<file path="src/rtl/lsu_ctrl.sv">
// lsu_ctrl: load/store sequencer driving the single data-memory req/gnt/rvalid port
module lsu_ctrl #(
  parameter int XLEN = 64
) (
  input  logic            clk,
  input  logic            rst,
  input  logic            req_valid,
  output logic            req_ready,
  input  logic [3:0]      lsu_op,
  input  logic [XLEN-1:0] addr,
  input  logic [XLEN-1:0] wdata,
  input  logic [4:0]      rd,
  output logic            mem_req,
  input  logic            mem_gnt,
  output logic            mem_we,
  output logic [XLEN-1:0] mem_addr,
  output logic [7:0]      mem_be,
  output logic [63:0]     mem_wdata,
  input  logic            mem_rvalid,
  input  logic [63:0]     mem_rdata,
  output logic            wb_valid,
  output logic [4:0]      wb_rd,
  output logic [XLEN-1:0] wb_data,
  output logic            busy,
  output logic            misalign,
  output logic [XLEN-1:0] bad_addr
);
  localparam logic [1:0] IDLE = 2'd0, REQ = 2'd1, WAIT_R = 2'd2;
  localparam logic [3:0] LSU_NONE = 4'd0, LSU_LB = 4'd1, LSU_LH = 4'd2, LSU_LW = 4'd3,
                         LSU_LD = 4'd4, LSU_LBU = 4'd5, LSU_LHU = 4'd6, LSU_LWU = 4'd7,
                         LSU_SB = 4'd8, LSU_SH = 4'd9, LSU_SW = 4'd10, LSU_SD = 4'd11;
  logic [1:0]  state;
  logic        rdy;
  logic [3:0]  op;
  logic [2:0]  off;
  logic [4:0]  rd_q;
  logic        in_valid, in_mis;
  logic [1:0]  in_sz;
  logic [7:0]  in_mask, in_be;
  logic [63:0] in_wd, sh, ld_data;
  assign busy      = state != IDLE;
  assign mem_req   = state == REQ;
  assign req_ready = rdy && state == IDLE;
  // decode incoming op: size, alignment, lane placement of store data
  always_comb begin
    in_valid = lsu_op != LSU_NONE && lsu_op <= LSU_SD;
    in_sz    = (lsu_op == LSU_LB || lsu_op == LSU_LBU || lsu_op == LSU_SB) ? 2'd0 :
               (lsu_op == LSU_LH || lsu_op == LSU_LHU || lsu_op == LSU_SH) ? 2'd1 :
               (lsu_op == LSU_LW || lsu_op == LSU_LWU || lsu_op == LSU_SW) ? 2'd2 : 2'd3;
    in_mis   = (in_sz == 2'd1 && addr[0]) || (in_sz == 2'd2 && |addr[1:0]) ||
               (in_sz == 2'd3 && |addr[2:0]);
    in_mask  = in_sz == 2'd0 ? 8'h01 : in_sz == 2'd1 ? 8'h03 : in_sz == 2'd2 ? 8'h0F : 8'hFF;
    in_be    = in_mask << addr[2:0];
    in_wd    = 64'(wdata) << {addr[2:0], 3'b000};
  end
  // pick the addressed lane out of the read doubleword and extend it
  always_comb begin
    sh      = mem_rdata >> {off, 3'b000};
    ld_data = op == LSU_LB  ? {{56{sh[7]}}, sh[7:0]} :
              op == LSU_LH  ? {{48{sh[15]}}, sh[15:0]} :
              op == LSU_LW  ? {{32{sh[31]}}, sh[31:0]} :
              op == LSU_LBU ? {56'b0, sh[7:0]} :
              op == LSU_LHU ? {48'b0, sh[15:0]} :
              op == LSU_LWU ? {32'b0, sh[31:0]} : sh;
  end
  // ready flag keeps req_ready low until the first edge after reset release
  always_ff @(posedge clk or posedge rst)
    if (rst) rdy <= 1'b0;
    else     rdy <= 1'b1;
  // sequencing FSM with latched request and registered result pulses
  always_ff @(posedge clk or posedge rst) begin
    if (rst) begin
      state     <= IDLE;
      op        <= LSU_NONE;
      off       <= '0;
      rd_q      <= '0;
      mem_we    <= 1'b0;
      mem_addr  <= '0;
      mem_be    <= '0;
      mem_wdata <= '0;
      wb_valid  <= 1'b0;
      wb_rd     <= '0;
      wb_data   <= '0;
      misalign  <= 1'b0;
      bad_addr  <= '0;
    end else begin
      wb_valid <= 1'b0;
      misalign <= 1'b0;
      case (state)
        IDLE:
          if (rdy && req_valid && in_valid) begin
            if (in_mis) begin
              misalign <= 1'b1;
              bad_addr <= addr;
            end else begin
              op        <= lsu_op;
              off       <= addr[2:0];
              rd_q      <= rd;
              mem_we    <= lsu_op >= LSU_SB;
              mem_addr  <= {addr[XLEN-1:3], 3'b000};
              mem_be    <= in_be;
              mem_wdata <= in_wd;
              state     <= REQ;
            end
          end
        REQ:
          if (mem_gnt) state <= mem_we ? IDLE : WAIT_R;
        WAIT_R:
          if (mem_rvalid) begin
            wb_valid <= 1'b1;
            wb_rd    <= rd_q;
            wb_data  <= XLEN'(ld_data);
            state    <= IDLE;
          end
        default: state <= IDLE;
      endcase
    end
  end
endmodule

</file>
<file path="config.mk">
export PLATFORM = sky130hd
export DESIGN_NAME = lsu_ctrl
export DESIGN_NICKNAME = d
export VERILOG_FILES = /design/src/rtl/lsu_ctrl.sv
export SDC_FILE = /design/constraint.sdc
export NUM_CORES = 1
export LEC_CHECK = 0
export BUFFER_PORTS_ARGS = -buffer_cell sky130_fd_sc_hd__buf_4
export CAP_MARGIN = 30
export CORE_ASPECT_RATIO = 1.5
export CORE_MARGIN = 5
export CORE_UTILIZATION = 38
export CTS_CLUSTER_SIZE = 24
export DETAILED_ROUTE_END_ITERATION = 16
export GPL_ROUTABILITY_DRIVEN = 1
export PLACE_DENSITY = 0.66
export SLEW_MARGIN = 5
export SYNTH_ARGS = -nofsm -noshare
export SYNTH_HDL_FRONTEND = slang
export SYNTH_SLANG_ARGS = --single-unit
</file>
<file path="constraint.sdc">
create_clock -name clk -period 8.3 [get_ports clk]
set_input_delay 1.245 -clock clk [delete_from_list [all_inputs] [get_ports clk]]
set_output_delay 1.245 -clock clk [all_outputs]
set_load 0.02 [all_outputs]
</file>
==> metrics.cfg, run 1 <==
[place]
dp.cells = 2271
dpl_cell_area_um2 = 18300
io_buffers = 477
post-dp-hpwl_um = 38100
gp_congestion = 0.941

[cts]
clock_path_buffers = 3
clock_latency_ps = 570
clk_pin_slew_worst_paths_ps = 60
cts-root-buf = clkbuf_16
cts_max_level = 1
cts_resized = 0
cts.sinks = 284
cts_tree = built
cts_hold_buf = 0
tritoncts.num_buffers = 29
post-cts-setup-buffers = 0

[finish]
final_area_um2 = 19200
multi_input_area_um2 = 6670
finalNonFillerCells = 2326
synthToLayoutAreaGrowth_pct = 34.2
drive_gt1_frac = 0.379
fill_cells = 3484
layout.nets = 2022
area.sequential_um2 = 7110

[critical_path]
cpPeakStageDelay_ps = 950
critPathRequiredTime_ps = 8750
endpoint = mem_be[4]
regToRegStartpoint = state[0]
cp_max_fo = 70
critPathLaunch = state[0]
rr_worst_depth = 6
crit_type = register to register
crit_chain = nor3b_1, nand4_1, or4_4, buf_4, buf_12, o41ai_1
startpoint_type = register
critPathCaptureType = register
cp.arrival_ps = 3810
r2r_setup_slack_ps = 4940
cpMaxStageDelayCell = or4_4
timing.rr.end = mem_be[4]

[sta]
finalClockSkew_ps = 12.0
finalCritPeriodShare = 0.405
rsz0062_at_grt = false
final-hold-violation-count = 0
fmax_mhz = 298
tns_ps = 0
period_minus_slack_ps = 3360
tightestPinTransition_ps = 963
relSlewSlack = 0.358
slew_viol_final = 0
hold_slack_ps = 471
final-setup-viol-count = 0

[synth]
syn_inst = 1395
avgSynthCellArea_um2 = 10.3
synth_edf_count = 0
yosys-top-cells-area = dfrtp_1 50%, nand2_1 9.0%, mux4_2 7.4%
synth_area_um2 = 14300
synth_cell_types = 61
yosysTopAreaCellShare = 0.497
yosysMostFrequentCell = nand2_1
ys_ff_latch = 284
ys_warn_count = 0
yosysTopAreaCell = dfrtp_1
ys_seq_area_frac = 0.497
async_flop_share = 1.00
synth_common_cells = 345 x nand2_1, 284 x dfrtp_1, 111 x nor2_1, 86 x mux2_2, 65 x mux2i_1
synth_flop_cell = dfrtp_1

[pwr]
p_leak_nw = 9.23
total_power_mw = 6.43
max-vdd-ir-drop_mv = 0.250
power.density_nw_per_um2 = 335

[floorplanning]
start_util = 0.382
die_w_um = 168
fp.dieH_um = 248
pin_count = 481
num_rows = 87
core_area_um2 = 37400
die_area_um2 = 41700

[worst_hold_path]
hold_path_class = register to register

[detailed_routing]
dr.pass1.iters = 5
drc = 0
wirelength_um = 51300
drtAntennaViolNets = 0
routedWlPerCell_um = 22.0
drtIter0Drc = 1064
viasPerCell = 5.39
dr_total_vias = 12526

[run_status]
outcome = complete, no violations

[job]
drv_cap = 0

[grt]
grt_max_degree = 156
grt_usage = 0.235
antenna_found_initial = 2
grt_pass1_wl_um = 77000
grt_pass1_vias = 12749
overflow = 0

[stage by stage]
stage	setup slack [ps]	utilization
6_report	4940	0.513
2_1_floorplan	3290	-
5_1_grt	4700	0.513
4_1_cts	4460	0.512
3_5_place_dp	3850	0.488
3_3_place_gp	3490	0.485
[cell type report]
class / instances / share of cell area
multi-input cells: 986 / 0.347
repair buffers: 504 / 0.201
clock inverters: 8 / 0.00443
clock buffers: 42 / 0.0424
inverters: 11 / 0.00235
well taps: 489 / 0.0319
flip-flops and latches: 284 / 0.370
diodes: 2 / 0.000261
[logic make-up (layout without fill, tap and decap cells)]
kind of cell / Yosys count / after routing / share of synthesized area
AOI/OAI and AO/OA: 246 / 246 / 0.119
buffers and inverters: 127 / 565 / 0.0395
DFF: 284 / 284 / 0.497
muxes: 199 / 199 / 0.188
other: 2 / 6 / 0.000525
and+or+nand+nor: 537 / 537 / 0.156
[sequential cells by signal, indices dropped and copies added, names as in the netlist, 3 cells and up]
register,flops
op,4
mem_addr,61
wb_data,64
mem_be,8
off,3
rd_q,5
mem_wdata,64
bad_addr,64
wb_rd,5
[critical path, delay by kind of cell, from the launching register on]
kind | cells | cell delay [ps]
simple gates | 3 | 2040
buf+inv | 2 | 460
compound gates | 1 | 330
flops | 1 | 410
[routing by layer]
layer / GRT usage / routed length, um
met3: 0.0500 / 3890
met2: 0.412 / 26400
met5: 0 / 0
met4: 0.105 / 2500
met1: 0.276 / 18500
[power by group]
| part | switching [mW] | internal, mW |
|---|---|---|
| clock network | 0.568 | 0.711 |
| logic | 1.65 | 1.25 |
| registers | 0.358 | 1.89 |
| total | 2.58 | 3.85 |
[placed cells by master (no fill, tap or decap), types with 4 or more instances in the layout]
cell,instances
a21o_1,6
buf_4,498
nand2_1,345
conb_1,4
a311oi_1,7
mux2i_1,65
and3_1,4
o31ai_1,18
o22a_1,27
a21oi_1,50
nor2b_1,10
o22ai_1,4
a31oi_1,5
clkinv_2,4
nand2b_1,10
a2bb2oi_1,7
mux4_2,47
clkbuf_16,29
o21a_1,7
a211oi_1,25
nor3_1,24
and2_1,6
a221oi_1,12
inv_1,9
mux2_2,86
clkbuf_8,4
o211ai_1,11
clkbuf_1,9
o21ai_0,46
nand3_1,9
dfrtp_1,282
nor2_1,110
o2bb2ai_1,4
[how the worst min path moves through the flow]
stage / depth (start not counted) / start / end / slack, ps
floorplan: 2 / rd_q[0] / wb_rd[0] / 440
global placement: 2 / rd_q[1] / wb_rd[1] / 450
detailed placement: 2 / rd_q[0] / wb_rd[0] / 460
CTS: 2 / rd_q[0] / wb_rd[0] / 480
global route: 2 / mem_addr[41] / mem_addr[41] / 490
finish: 2 / mem_addr[63] / mem_addr[63] / 470
Power figures use the tool's default switching activity.
==> inputs of run 2 (changes only) <==
- ABC_AREA: not set -> 1
- PLACE_DENSITY: 0.66 -> not set
- clock period: 8.3 -> 3.4 ns (I/O delays scaled with it)
==> run 2 against run 1 <==
- sequential power up 140%
- setup slack worse by 4000 ps
- synthesized cell count is 49% higher
- count of clock-buffer cells in the layout rose by 1
- critical path depth up 3
- cell area grew 4.0%
- largest cell class unchanged
==> metrics.cfg, run 2 <==
[grt]
antenna_found_initial = 4
grtUsageMet2 = 0.452
overflow = 0
grt-busiest-layer = met2
grt_pass1_vias = 15307
grt_pass1_wl_um = 89500
grt_usage = 0.257
use_met1 = 0.292
grt_max_degree = 191
grtUsageMet3 = 0.0491

[cts]
tritoncts.num_buffers = 29
cts.sinks = 284
cts_resized = 0
cts_tree = built
cts_max_level = 1
clock_latency_ps = 570
cts-root-buf = clkbuf_16
clock_path_buffers = 3
clk_pin_slew_worst_paths_ps = 60

[job]
drv_cap = 0

[place]
io_buffers = 477
gp_congestion = 0.971
post-dp-hpwl_um = 44100
dpl_cell_area_um2 = 19000

[detailed_routing]
routedWlPerCell_um = 19.8
dr.pass1.iters = 5
wirelength_um = 59400
viasPerCell = 5.11
drtAntennaViolNets = 0
drc = 0
dr_total_vias = 15339
drtIter0Drc = 1229

[synth]
async_flop_share = 1.00
yosysTopAreaCell = dfrtp_1
synth_edf_count = 0
yosysMostFrequentCell = nand2_1
synth_area_um2 = 15100
avgSynthCellArea_um2 = 7.27
ys_ff_latch = 284
yosysTopAreaCellShare = 0.471
syn_inst = 2075
synth_cell_types = 41
yosys-top-cells-area = dfrtp_1 47%, nand2_1 23%, o21ai_0 6.7%
ys_warn_count = 0
synth_flop_cell = dfrtp_1
synth_common_cells = 918 x nand2_1, 284 x dfrtp_1, 203 x o21ai_0, 133 x inv_1, 78 x nand3_1
ys_seq_area_frac = 0.471

[floorplanning]
core_area_um2 = 39300
fp.dieH_um = 254
start_util = 0.384
die_area_um2 = 43900
pin_count = 481
num_rows = 89
die_w_um = 173

[worst_hold_path]
worstHoldStart = addr[17]
hold_end = bad_addr[17]
hold_path_class = input pin to register
whs_path_depth = 3

[pwr]
p_leak_nw = 11.1
max-vdd-ir-drop_mv = 0.578
power.density_nw_per_um2 = 827

[critical_path]
cp.arrival_ps = 2990
cpPeakStageDelay_ps = 750
path_common_cell = nand2_1
crit_type = register to register
critPathRequiredTime_ps = 3890
cpMaxStageDelayCell = o21ai_0
critPathCaptureType = register
crit_chain = inv_1, o21ai_0, o21ai_0, nand2_1, nand2_1, nand2_1, nand2_1, nand2_1, a21oi_1
timing.rr.end = wb_data[37]
regToRegStartpoint = off[0]
r2r_setup_slack_ps = 890
startpoint_type = register
rr_worst_depth = 9
cp_max_fo = 29

[sta]
final-hold-violation-count = 0
finalClockSkew_ps = 24.8
final-setup-viol-count = 0
slew_viol_final = 0
rsz0062_at_grt = false
period_minus_slack_ps = 2510
tightestPinTransition_ps = 974
fmax_mhz = 399
finalCritPeriodShare = 0.737
relSlewSlack = 0.350
tns_ps = 0

[run_status]
outcome = complete, no violations

[finish]
layout.nets = 2681
layout_commonest_cell = nand2_1
final_cell_mix = 918 x nand2_1, 502 x buf_4, 282 x dfrtp_1
final_area_um2 = 20000
synthToLayoutAreaGrowth_pct = 32.3
drive_gt1_frac = 0.250
reg_top3 = bad_addr: 64 flops, mem_wdata: 64 flops, wb_data: 64 flops

run 2: cell types whose count changed after synthesis, sizes merged, moves of 52 or more:
cell,delta
nand2,+574
nand3,+70
o21ai,+168
mux2i,-52
mux2,-87
inv,+124
run 2: how the worst max path moves through the flow:
stage	from	endpoint	slack [ps]	cells past startpoint
floorplan	rst	bad_addr[0]	-870	1
global placement	addr[0]	mem_wdata[61]	730	7
detailed placement	addr[0]	bad_addr[49]	640	10
CTS	off[0]	wb_data[37]	930	9
global route	off[0]	wb_data[37]	750	9
finish	off[0]	wb_data[37]	890	9
run 2: through the flow:
stage | std cells | hold WS (ps) | util | setup slack, ps | power [mW]
finish | 3000 | 149 | 0.508 | 894 | 16.5
global route | 2999 | 130 | 0.508 | 749 | 17.6
CTS | 2996 | 108 | 0.507 | 926 | 16.7
detailed placement | 2942 | 466 | 0.482 | 641 | 13.3
global placement | 2941 | 466 | 0.482 | 731 | 13.2
floorplan | 2077 | 475 | - | -873 | 9.75
run 2: where the power goes:
| group | internal (mW) | switching, mW |
|---|---|---|
| clock | 1.93 | 1.38 |
| combinational | 3.01 | 4.84 |
| sequential | 4.58 | 0.770 |
run 2: worst max-delay path: cells and delay by family (launching register included):
| family | cells | cell delay, ps |
|---|---|---|
| AO/OA/AOI/OAI | 3 | 1110 |
| buffers and inverters | 1 | 570 |
| flip-flops | 1 | 400 |
| AND/OR/NAND/NOR | 5 | 370 |
run 2: what timing repair did:
item	CTS	global route
setup endpoints to repair	0	0
hold buffers	1	0
setup buffers	0	0
hold endpoints to repair	4	0
run 2: final cells by class:
| type | instances | area (um^2) |
|---|---|---|
| inverter | 138 | 526 |
| fill | 3965 | 19300 |
| tap | 500 | 626 |
| antenna | 3 | 7.51 |
| multi-input combinational | 1510 | 6760 |
| clock buffer | 43 | 838 |
| sequential | 284 | 7110 |
| clock inverter | 10 | 134 |
| timing repair buffer | 512 | 3960 |
run 2: kinds of logic after synthesis:
| logic type | after synthesis | share of synthesized area |
|---|---|---|
| multiplexers | 13 | 0.00862 |
| AO/OA/AOI/OAI | 355 | 0.134 |
| AND/OR/NAND/NOR | 1138 | 0.304 |
| buffers and inverters | 283 | 0.0828 |
| flip-flops | 284 | 0.471 |
| other | 2 | 0.000498 |
run 2: metal layers:
metal / vias to the layer above / routed length, um / share of wire
met5: - / 20 / 0.00034
met4: 2 / 4020 / 0.068
met3: 162 / 4060 / 0.068
met2: 657 / 29800 / 0.50
met1: 7166 / 21500 / 0.36
li1: 7352 / - / -
==> inputs of run 3 (changes only) <==
- clock period: 3.4 -> 2.6 ns (I/O delays scaled with it)
==> run 3 against run 2 <==
- maximum frequency rose by 6.2%
- hold slack lost 120 ps
- global-route usage fell by 0.25 points
- highest routed layer is now met4
- cell area increased by 1.4%
- via count fell by 0.63%
- critical endpoint unchanged
- die area unchanged
- largest power group unchanged
- clock skew fell by 16 ps
- flip-flop and latch count did not move
- clock power up 24%
- combinational power grew 32%
- critical path type unchanged
- count of clock-buffer cells in the layout is 2 lower
- register-to-register slack got worse by 650 ps
==> metrics.cfg, run 3 (synthesized netlist as in run 2, its figures left out) <==
[place]
gp_congestion = 0.988
dpl_cell_area_um2 = 19200
dp.cells = 2963
io_buffers = 477
post-dp-hpwl_um = 44100

[sta]
tightestPinTransition_ps = 802
fmax_mhz = 424
finalCritPeriodShare = 0.908
rsz0062_at_grt = false
final-setup-viol-count = 0
relSlewSlack = 0.460
slew_viol_final = 0
period_minus_slack_ps = 2360
hold_slack_ps = 29.1
finalClockSkew_ps = 8.51
tns_ps = 0
final-hold-violation-count = 0

[grt]
grt_max_degree = 191
antenna_found_initial = 2
grt_pass1_wl_um = 89500
grt_usage = 0.255
overflow = 0
grt_pass1_vias = 15394

[cts]
cts-root-buf = clkbuf_16
post-cts-setup-buffers = 0
cts.sinks = 284
clk_pin_slew_worst_paths_ps = 70
tritoncts.num_buffers = 29
cts_hold_buf = 13
cts_resized = 0
clock_latency_ps = 570
cts_max_level = 1
cts_tree = built
clock_path_buffers = 3

[detailed_routing]
viasPerCell = 5.03
wl_met1_um = 21800
routedWlPerCell_um = 19.4
wirelength_um = 58600
wl_met3_um = 3630
dr_total_vias = 15243
drc = 0
dr.pass1.iters = 8
drtAntennaViolNets = 0
top_layer_used = met4
wl_met2_um = 29900
drtIter0Drc = 1392

[critical_path]
critPathCaptureType = register
startpoint_type = register
cp_max_fo = 25
timing.rr.end = wb_data[37]
rr_worst_depth = 11
r2r_setup_slack_ps = 240
crit_type = register to register
cp.arrival_ps = 2850
regToRegStartpoint = off[0]
critPathRequiredTime_ps = 3090

[finish]
reg_top3 = bad_addr: 64 flops, mem_wdata: 64 flops, wb_data: 64 flops
drive_gt1_frac = 0.255
layout.nets = 2713
fill_cells = 3986
finalNonFillerCells = 3028
final_area_um2 = 20200
area.sequential_um2 = 7110
layout_commonest_cell = nand2_1
final_cell_mix = 918 x nand2_1, 517 x buf_4, 282 x dfrtp_1
multi_input_area_um2 = 6760
synthToLayoutAreaGrowth_pct = 34.1

[worst_hold_path]
hold_end = mem_addr[28]
whs_path_depth = 3
worstHoldStart = addr[28]
hold_path_class = input pin to register

[floorplanning]
num_rows = 89
fp.dieH_um = 254
core_area_um2 = 39300
pin_count = 481
die_area_um2 = 43900
die_w_um = 173
start_util = 0.384

[pwr]
power.density_nw_per_um2 = 1060
max-vdd-ir-drop_mv = 0.766
p_leak_nw = 11.3

[run_status]
outcome = complete, no violations

[job]
drv_cap = 0

==> run 3: area by class of cell <==
class / count / share of cell area
antenna: 2 / 0.000247
clock buffer: 41 / 0.0411
clock inverter: 9 / 0.00439
inverter: 138 / 0.0260
multi-input combinational: 1510 / 0.334
sequential: 284 / 0.351
tap: 500 / 0.0309
timing repair buffer: 544 / 0.212
==> run 3: worst max-delay path by stage <==
stage	end	slack, ps	cells past startpoint	startpoint
after global placement	wb_data[37]	300	11	off[0]
after CTS	wb_data[37]	260	11	off[0]
after global routing	wb_data[46]	110	10	off[0]
after detailed placement	wb_data[37]	290	11	off[0]
final	wb_data[37]	240	11	off[0]
after floorplan	bad_addr[0]	-1550	1	rst
==> run 3: power breakdown <==
group | internal, mW | leakage (nW) | switching [mW]
sequential | 5.99 | 3.60 | 1.01
clock | 2.32 | 0.443 | 1.79
combinational | 4.03 | 7.21 | 6.34
==> run 3: worst max-delay path: stages, from the launching register on <==
cell and delay (ps):
dfrtp_2 450, inv_1 160, buf_4 280, o21ai_0 140, o21ai_0 590, buf_4 230, nand2_1 50, nand2_1 80
nand2_1 60, nand2_1 70, nand2_1 40, a21oi_1 130
==> run 3: routing by layer <==
layer,up-vias,GRT usage
li1,7407,-
met1,7141,0.296
met2,565,0.454
met3,130,0.0452
met4,0,0.124
met5,-,0
==> run 3: stage by stage <==
step / power, mW / setup slack [ps] / util
3_3_place_gp: 17.4 / 296 / 0.488
6_report: 21.5 / 240 / 0.515
2_1_floorplan: 12.8 / -1550 / -
3_5_place_dp: 17.5 / 286 / 0.488
4_1_cts: 21.7 / 257 / 0.515
5_1_grt: 22.9 / 115 / 0.515
